===== config.mk =====
export PLATFORM = sky130hd
export DESIGN_NAME = jump_target_ras_flat
export DESIGN_NICKNAME = d
export VERILOG_FILES = /design/src/rtl/jump_target_ras_if.sv /design/src/rtl/jump_target_ras.sv /design/src/flat_wrapper.sv
export SDC_FILE = /design/constraint.sdc
export NUM_CORES = 1
export LEC_CHECK = 0
export BUFFER_PORTS_ARGS = -buffer_cell sky130_fd_sc_hd__buf_2
export CORE_ASPECT_RATIO = 0.5
export CORE_MARGIN = 5
export CORE_UTILIZATION = 60
export DETAILED_ROUTE_END_ITERATION = 8
export PLACE_DENSITY = 0.83
export SLEW_MARGIN = 20
export SYNTH_ARGS = -nofsm -noshare
export SYNTH_HDL_FRONTEND = slang
export SYNTH_SLANG_ARGS = --single-unit

===== constraint.sdc =====
create_clock -name clk -period 9.45 [get_ports clk]
set_input_delay 1.89 -clock clk [delete_from_list [all_inputs] [get_ports clk]]
set_output_delay 1.89 -clock clk [all_outputs]
set_load 0.005 [all_outputs]

===== src/rtl/jump_target_ras_if.sv =====
// Decode-stage jump resolver bus.
// Carries the decode-stage instruction fields and hazard status into the
// resolver, and the fetch redirect, stall request, RAS view and statistics
// counters back out.
//   master : the decode stage (drives instruction fields, observes results)
//   slave  : the jump resolver itself
interface jump_target_ras_if #(
  parameter int ADDR_W    = 32,
  parameter int TARGET_W  = 26,
  parameter int RAS_DEPTH = 8,
  parameter int CNT_W     = 16
);
  localparam int RC_W = $clog2(RAS_DEPTH) + 1;

  logic                ValidD;
  logic                StallD;
  logic                FlushD;
  logic [5:0]          OpCode;
  logic [5:0]          Funct;
  logic [4:0]          RsAddr;
  logic [TARGET_W-1:0] Target;
  logic [ADDR_W-1:0]   PCPlus4D;
  logic [ADDR_W-1:0]   RsValue;
  logic                RsReady;

  logic                JumpTaken;
  logic [ADDR_W-1:0]   JumpAddress;
  logic                JumpStall;
  logic [ADDR_W-1:0]   RasTop;
  logic [RC_W-1:0]     RasCount;
  logic [CNT_W-1:0]    JumpCount;
  logic [CNT_W-1:0]    RasMissCount;

  modport master (
    output ValidD, StallD, FlushD, OpCode, Funct, RsAddr, Target,
           PCPlus4D, RsValue, RsReady,
    input  JumpTaken, JumpAddress, JumpStall, RasTop, RasCount,
           JumpCount, RasMissCount
  );

  modport slave (
    input  ValidD, StallD, FlushD, OpCode, Funct, RsAddr, Target,
           PCPlus4D, RsValue, RsReady,
    output JumpTaken, JumpAddress, JumpStall, RasTop, RasCount,
           JumpCount, RasMissCount
  );
endinterface


===== src/rtl/jump_target_ras.sv =====
// Decode-stage jump resolver with return-address stack.
// Resolves j/jal/jr/jalr targets combinationally for the fetch redirect,
// requests a stall while a jr/jalr source register is still pending, keeps a
// circular return-address stack and counts jumps and RAS mispredictions.
// Ports:
//   clk   : pipeline clock, rising edge
//   rst_n : asynchronous active-low reset
//   bus   : jump_target_ras_if slave (instruction fields in, redirect,
//           stall, RAS top/occupancy and statistics out)
module jump_target_ras #(
  parameter int ADDR_W    = 32,
  parameter int TARGET_W  = 26,
  parameter int RAS_DEPTH = 8,
  parameter int CNT_W     = 16
) (
  input logic              clk,
  input logic              rst_n,
  jump_target_ras_if.slave bus
);
  localparam int PTR_W = $clog2(RAS_DEPTH);
  localparam int RC_W  = PTR_W + 1;
  localparam logic [RC_W-1:0] RAS_FULL = RC_W'(RAS_DEPTH);

  logic [ADDR_W-1:0] rasMem [RAS_DEPTH];
  logic [PTR_W-1:0]  tp;
  logic [RC_W-1:0]   cnt;
  logic [CNT_W-1:0]  jumpCnt;
  logic [CNT_W-1:0]  missCnt;

  logic isJ, isJal, isJr, isJalr, act, stall, taken, fire;
  logic doPop, doPush, miss;
  logic [ADDR_W-1:0] rasTop;
  logic [PTR_W-1:0]  tpPop, tpNext;
  logic [RC_W-1:0]   cntPop, cntNext;

  // Instruction decode and the combinational fetch redirect. The target is
  // forced to zero when no redirect happens so fetch never sees a stale value.
  always_comb begin
    isJ    = (bus.OpCode == 6'b000010);
    isJal  = (bus.OpCode == 6'b000011);
    isJr   = (bus.OpCode == 6'b000000) && (bus.Funct == 6'b001000);
    isJalr = (bus.OpCode == 6'b000000) && (bus.Funct == 6'b001001);
    act    = bus.ValidD && !bus.FlushD && (isJ || isJal || isJr || isJalr);
    stall  = act && (isJr || isJalr) && !bus.RsReady;
    taken  = act && !stall;
    fire   = taken && !bus.StallD;
    rasTop = (cnt != '0) ? rasMem[tp] : '0;

    if (!taken)
      bus.JumpAddress = '0;
    else if (isJ || isJal)
      bus.JumpAddress = {bus.PCPlus4D[ADDR_W-1:TARGET_W+2], bus.Target, 2'b00};
    else
      bus.JumpAddress = bus.RsValue;
  end

  // A return is any register jump through $31. A jalr $31 both pops and
  // pushes, so the push is applied on top of the already-popped pointer:
  // with a non-empty stack this nets out to overwriting the top entry.
  // Popping an empty stack leaves the pointer alone and is always a miss.
  always_comb begin
    doPop  = fire && (isJr || isJalr) && (bus.RsAddr == 5'd31);
    doPush = fire && (isJal || isJalr);
    miss   = doPop && ((cnt == '0) || (rasTop != bus.RsValue));

    tpPop  = tp;
    cntPop = cnt;
    if (doPop && (cnt != '0)) begin
      tpPop  = tp - PTR_W'(1);
      cntPop = cnt - RC_W'(1);
    end

    tpNext  = tpPop;
    cntNext = cntPop;
    if (doPush) begin
      tpNext  = tpPop + PTR_W'(1);
      cntNext = (cntPop == RAS_FULL) ? RAS_FULL : cntPop + RC_W'(1);
    end
  end

  // State only moves on a committed jump; a full stack simply wraps and
  // loses its oldest entry. Both statistics counters stick at all-ones.
  always_ff @(posedge clk or negedge rst_n) begin
    if (!rst_n) begin
      tp      <= '0;
      cnt     <= '0;
      jumpCnt <= '0;
      missCnt <= '0;
      for (int i = 0; i < RAS_DEPTH; i++)
        rasMem[i] <= '0;
    end else if (fire) begin
      tp  <= tpNext;
      cnt <= cntNext;
      if (doPush)
        rasMem[tpNext] <= bus.PCPlus4D;
      if (jumpCnt != '1)
        jumpCnt <= jumpCnt + CNT_W'(1);
      if (miss && (missCnt != '1))
        missCnt <= missCnt + CNT_W'(1);
    end
  end

  assign bus.JumpTaken    = taken;
  assign bus.JumpStall    = stall;
  assign bus.RasTop       = rasTop;
  assign bus.RasCount     = cnt;
  assign bus.JumpCount    = jumpCnt;
  assign bus.RasMissCount = missCnt;
endmodule


===== src/flat_wrapper.sv =====
// flat-port wrapper written by rule: the top's interface ports become plain ports
module jump_target_ras_flat 
#(
  parameter int ADDR_W    = 32,
  parameter int TARGET_W  = 26,
  parameter int RAS_DEPTH = 8,
  parameter int CNT_W     = 16
)
  (clk, rst_n, bus_ValidD, bus_StallD, bus_FlushD, bus_OpCode, bus_Funct, bus_RsAddr, bus_Target, bus_PCPlus4D, bus_RsValue, bus_RsReady, bus_JumpTaken, bus_JumpAddress, bus_JumpStall, bus_RasTop, bus_RasCount, bus_JumpCount, bus_RasMissCount);
  jump_target_ras_if #(.ADDR_W(ADDR_W), .TARGET_W(TARGET_W), .RAS_DEPTH(RAS_DEPTH), .CNT_W(CNT_W)) bus_i ();
  input logic clk;
  input logic rst_n;
  input wire logic [$bits(bus_i.ValidD)-1:0] bus_ValidD;
  input wire logic [$bits(bus_i.StallD)-1:0] bus_StallD;
  input wire logic [$bits(bus_i.FlushD)-1:0] bus_FlushD;
  input wire logic [$bits(bus_i.OpCode)-1:0] bus_OpCode;
  input wire logic [$bits(bus_i.Funct)-1:0] bus_Funct;
  input wire logic [$bits(bus_i.RsAddr)-1:0] bus_RsAddr;
  input wire logic [$bits(bus_i.Target)-1:0] bus_Target;
  input wire logic [$bits(bus_i.PCPlus4D)-1:0] bus_PCPlus4D;
  input wire logic [$bits(bus_i.RsValue)-1:0] bus_RsValue;
  input wire logic [$bits(bus_i.RsReady)-1:0] bus_RsReady;
  output wire logic [$bits(bus_i.JumpTaken)-1:0] bus_JumpTaken;
  output wire logic [$bits(bus_i.JumpAddress)-1:0] bus_JumpAddress;
  output wire logic [$bits(bus_i.JumpStall)-1:0] bus_JumpStall;
  output wire logic [$bits(bus_i.RasTop)-1:0] bus_RasTop;
  output wire logic [$bits(bus_i.RasCount)-1:0] bus_RasCount;
  output wire logic [$bits(bus_i.JumpCount)-1:0] bus_JumpCount;
  output wire logic [$bits(bus_i.RasMissCount)-1:0] bus_RasMissCount;
  assign bus_i.ValidD = bus_ValidD;
  assign bus_i.StallD = bus_StallD;
  assign bus_i.FlushD = bus_FlushD;
  assign bus_i.OpCode = bus_OpCode;
  assign bus_i.Funct = bus_Funct;
  assign bus_i.RsAddr = bus_RsAddr;
  assign bus_i.Target = bus_Target;
  assign bus_i.PCPlus4D = bus_PCPlus4D;
  assign bus_i.RsValue = bus_RsValue;
  assign bus_i.RsReady = bus_RsReady;
  assign bus_JumpTaken = bus_i.JumpTaken;
  assign bus_JumpAddress = bus_i.JumpAddress;
  assign bus_JumpStall = bus_i.JumpStall;
  assign bus_RasTop = bus_i.RasTop;
  assign bus_RasCount = bus_i.RasCount;
  assign bus_JumpCount = bus_i.JumpCount;
  assign bus_RasMissCount = bus_i.RasMissCount;
  jump_target_ras #(.ADDR_W(ADDR_W), .TARGET_W(TARGET_W), .RAS_DEPTH(RAS_DEPTH), .CNT_W(CNT_W)) u_core (.clk(clk), .rst_n(rst_n), .bus(bus_i));
endmodule

==> flow_summary.toml <==
[timing]
grt_setup_unrepaired = "no"
setup_tns_ns = 0
timing.final.max_slew_violations = 0
achievable-frequency_mhz = 174
timing.max_slew.rel_slack = 0.231
min_period_ns = 5.74
final.period_utilization = 0.608
final.setup_skew_ns = 0.00912
worst-slew-pin-transition_ns = 1.13
setup_viol_count_final = 0
hold_violations = 0
worst_slack_ns = 3.71

[critical_path]
timing.critical_path.buf_inv = 2
cp_max_stage_cell = "sky130_fd_sc_hd__nand3_2"
start_kind = "input pin"
endpoint_kind = "flop"
path_class = "in2reg"
timing.critical_path.max_delay_family = "simple AND/OR/NAND/NOR gates"
cp_data_arrival_time_ns = 6.16
worst_path_largest_cell_delay_ns = 0.89
timing.critical_path.cells = "buf_2 > nor4_4 > nand4_1 > nor3_2 > xnor2_1 > inv_1 > ha_1 > nor2b_1 > nand3_2 > mux2_1"
top_fanout_value_on_the_critical_path = 32
timing.critical_path.required_ns = 9.87

[place]
globalplace.congestion = 0.918
placedCellCount = 1613
post-place-ws_ns = 3.31
hpwl_mm = 25.1
numPortBuffers = 214

[clocking]
h_tree_levels = 1
cts_hold_repair.buffers = 0
cts.clk_slew.worst_paths_ns = 0.06
post-cts-setup-buffer-count = 0
inserted_clock_buffers = 27
source_to_sink_clock_delay_at_the_later_pin_of_the_worst_skew_pair_ns = 0.55
tritoncts_num_sinks = 295
clk_root_buffer_cell = "sky130_fd_sc_hd__clkbuf_16"
clockBufferDepth = 3
ctsResizeCount = 0
cts_tree = "built"

[floorplanning]
die-width_um = 231
dieArea_mm2 = 0.0279
core.rowCount = 40
core_mm2 = 0.0240
floorplan.initialDensity = 0.611
floorplan.io_pins = 215
die_h_um = 121

[synthesis]
ys_async_sr_fraction = 1.00
area_of_the_mapped_netlist_mm2 = 0.0147
synth_top_cells_by_area = "sky130_fd_sc_hd__dfrtp_1, sky130_fd_sc_hd__mux2_2, sky130_fd_sc_hd__mux2_1"
yosysSeqAreaShare = 0.503
mappedNetlistNets = 1258
synthFlopType = "sky130_fd_sc_hd__dfrtp_1"
synthesis.instances = 1137
avgSynthCellArea_um2 = 12.9
synth.largest_area_cell = "sky130_fd_sc_hd__dfrtp_1"
netlist.area_leader.share = 0.503
synth_seq_cells = 295
synth_cell_type_count = 63
synth_edf_count = 0
yosysWarnings = 0

[power_and_ir_drop]
vdd.ir_drop.worst_v = 0.000129
power.density_mw_per_mm2 = 147
overall_power_consumption_mw = 2.47
static-leakage-power_nw = 8.55

[finish]
layout_commonest_cell = "sky130_fd_sc_hd__dfrtp_1"
fill_count = 1645
mostFrequentLayoutCells = "sky130_fd_sc_hd__dfrtp_1, sky130_fd_sc_hd__buf_2, sky130_fd_sc_hd__mux2_2, sky130_fd_sc_hd__nand2_1, sky130_fd_sc_hd__mux2_1"
synthesis_to_finish_area_growth_pct = 14.2
register_area_mm2 = 0.00739
stdcell_count = 1663
post_route_cells_drive_above_1_share = 0.380
area_of_the_multi_input_gates_mm2 = 0.00687
final_nets = 1448

[detailed_routing]
antenna_left = 0
detail_route.iter0.violations = 844
drcViolationCount = 0
via_to_cell_ratio = 6.21
wl_mm = 38.0
detailroute.via_count = 10300
drt_first_pass_iters = 5
routedWlPerCell_um = 22.8

[global_route]
grt.total_usage = 0.271
number_of_antenna_violations_at_the_first_check_in_global_routing = 3
remaining_overflow_grt = 0
grt_first_pass_wirelength_mm = 60.0
grt_max_degree = 165
number_of_global_route_vias_before_repair = 10800

[status]
outcome = "completed"

[hold_path]
min_path_type = "reg2reg"

[run]
drv_cap = 0
[through the flow]
| step | hold slack [ns] | instance area, um^2 | utilization |
|---|---|---|---|
| after CTS | 0.490 | 16700 | 0.697 |
| after floorplan | 0.452 | 14700 | - |
| after detailed placement | 0.474 | 15900 | 0.661 |
| after global placement | 0.461 | 15900 | 0.661 |
| after global routing | 0.504 | 16800 | 0.698 |
| final | 0.486 | 16800 | 0.698 |
[cell usage after synthesis, drive strengths merged, types with 2 or more instances]
library cell  number
a21oi             44
dfrtp            295
a211oi             2
and3              14
nor3               7
nand2            109
a22oi             15
o211ai             3
mux4              40
xnor2             44
clkbuf            14
or4                2
inv               18
nor4               6
a221o              2
nor3b              2
nor2              28
nand3             21
or3               11
ha                 8
nor4b              2
buf               49
nor2b              6
and2               8
mux2i             60
xor2               9
o2111ai            2
a41oi              2
a22o               3
mux2             259
o21ai             13
nand4             24
[cell families after synthesis]
logic type,Yosys count,synth area share
multiplexers,359,0.301
XOR/XNOR,53,0.0334
AND/OR/NAND/NOR,245,0.0842
AO/OA/AOI/OAI,95,0.0406
flip-flops,295,0.503
buffers and inverters,82,0.0309
adder cells (fa/ha/maj),8,0.00682
[final cells by class]
cell class,instances,share of cell area
Multi-Input combinational cell,760,0.410
Sequential cell,295,0.441
Clock inverter,12,0.00717
Inverter,19,0.00426
Timing Repair Buffer,224,0.0697
Clock buffer,36,0.0441
Tap cell,315,0.0235
Antenna cell,2,0.000299
[state kept, by name, indices dropped and copies added (netlist names)]
register and cells:
u_core.bus.RasCount 4, u_core.bus.RasMissCount 16, u_core.rasMem 256, u_core.tp 3, u_core.bus.JumpCount 16
[worst reg2reg max path, stage by stage (launching register included)]
cell and delay (ns):
sky130_fd_sc_hd__dfrtp_4 0.91, sky130_fd_sc_hd__buf_4 0.63, sky130_fd_sc_hd__inv_1 0.28, sky130_fd_sc_hd__ha_1 0.35
sky130_fd_sc_hd__o21ai_0 0.29, sky130_fd_sc_hd__ha_1 0.39, sky130_fd_sc_hd__nor2b_1 0.30, sky130_fd_sc_hd__nand3_2 0.89
sky130_fd_sc_hd__mux2_1 0.68
[final timing paths]
check                           slack [ns]                                     end                                    from  depth (start not counted)
worst min register to register        0.49  u_core.bus.RasMissCount[9]$_DFFE_PN0P_  u_core.bus.RasMissCount[9]$_DFFE_PN0P_                          1
worst max-delay path                  3.71          u_core.rasMem[229]$_DFFE_PN0P_                           bus_OpCode[3]                         10
worst min-delay path                  0.49  u_core.bus.RasMissCount[9]$_DFFE_PN0P_  u_core.bus.RasMissCount[9]$_DFFE_PN0P_                          1
max in group asynchronous             6.50                u_core.tp[1]$_DFFE_PN0P_                                   rst_n                          2
min in group asynchronous             1.44          u_core.rasMem[180]$_DFFE_PN0P_                                   rst_n                          1
worst max register to register        4.61          u_core.rasMem[229]$_DFFE_PN0P_                u_core.tp[1]$_DFFE_PN0P_                          8
[metal layers]
| layer | up-vias | track usage | wire length [um] |
|---|---|---|---|
| met4 | 2 | 0.114 | 1630 |
| met2 | 385 | 0.450 | 18700 |
| met1 | 5312 | 0.360 | 15500 |
| li1 | 4510 | - | - |
| met3 | 117 | 0.0476 | 2190 |
| met5 | - | 0 | 12 |
[report_power, final]
| group | switching (mW) | leakage (nW) | internal, mW |
|---|---|---|---|
| sequential | 0.00325 | 4.11 | 1.26 |
| clock | 0.476 | 0.426 | 0.605 |
| combinational | 0.0807 | 4.02 | 0.0351 |
Power figures use the tool's default switching activity.
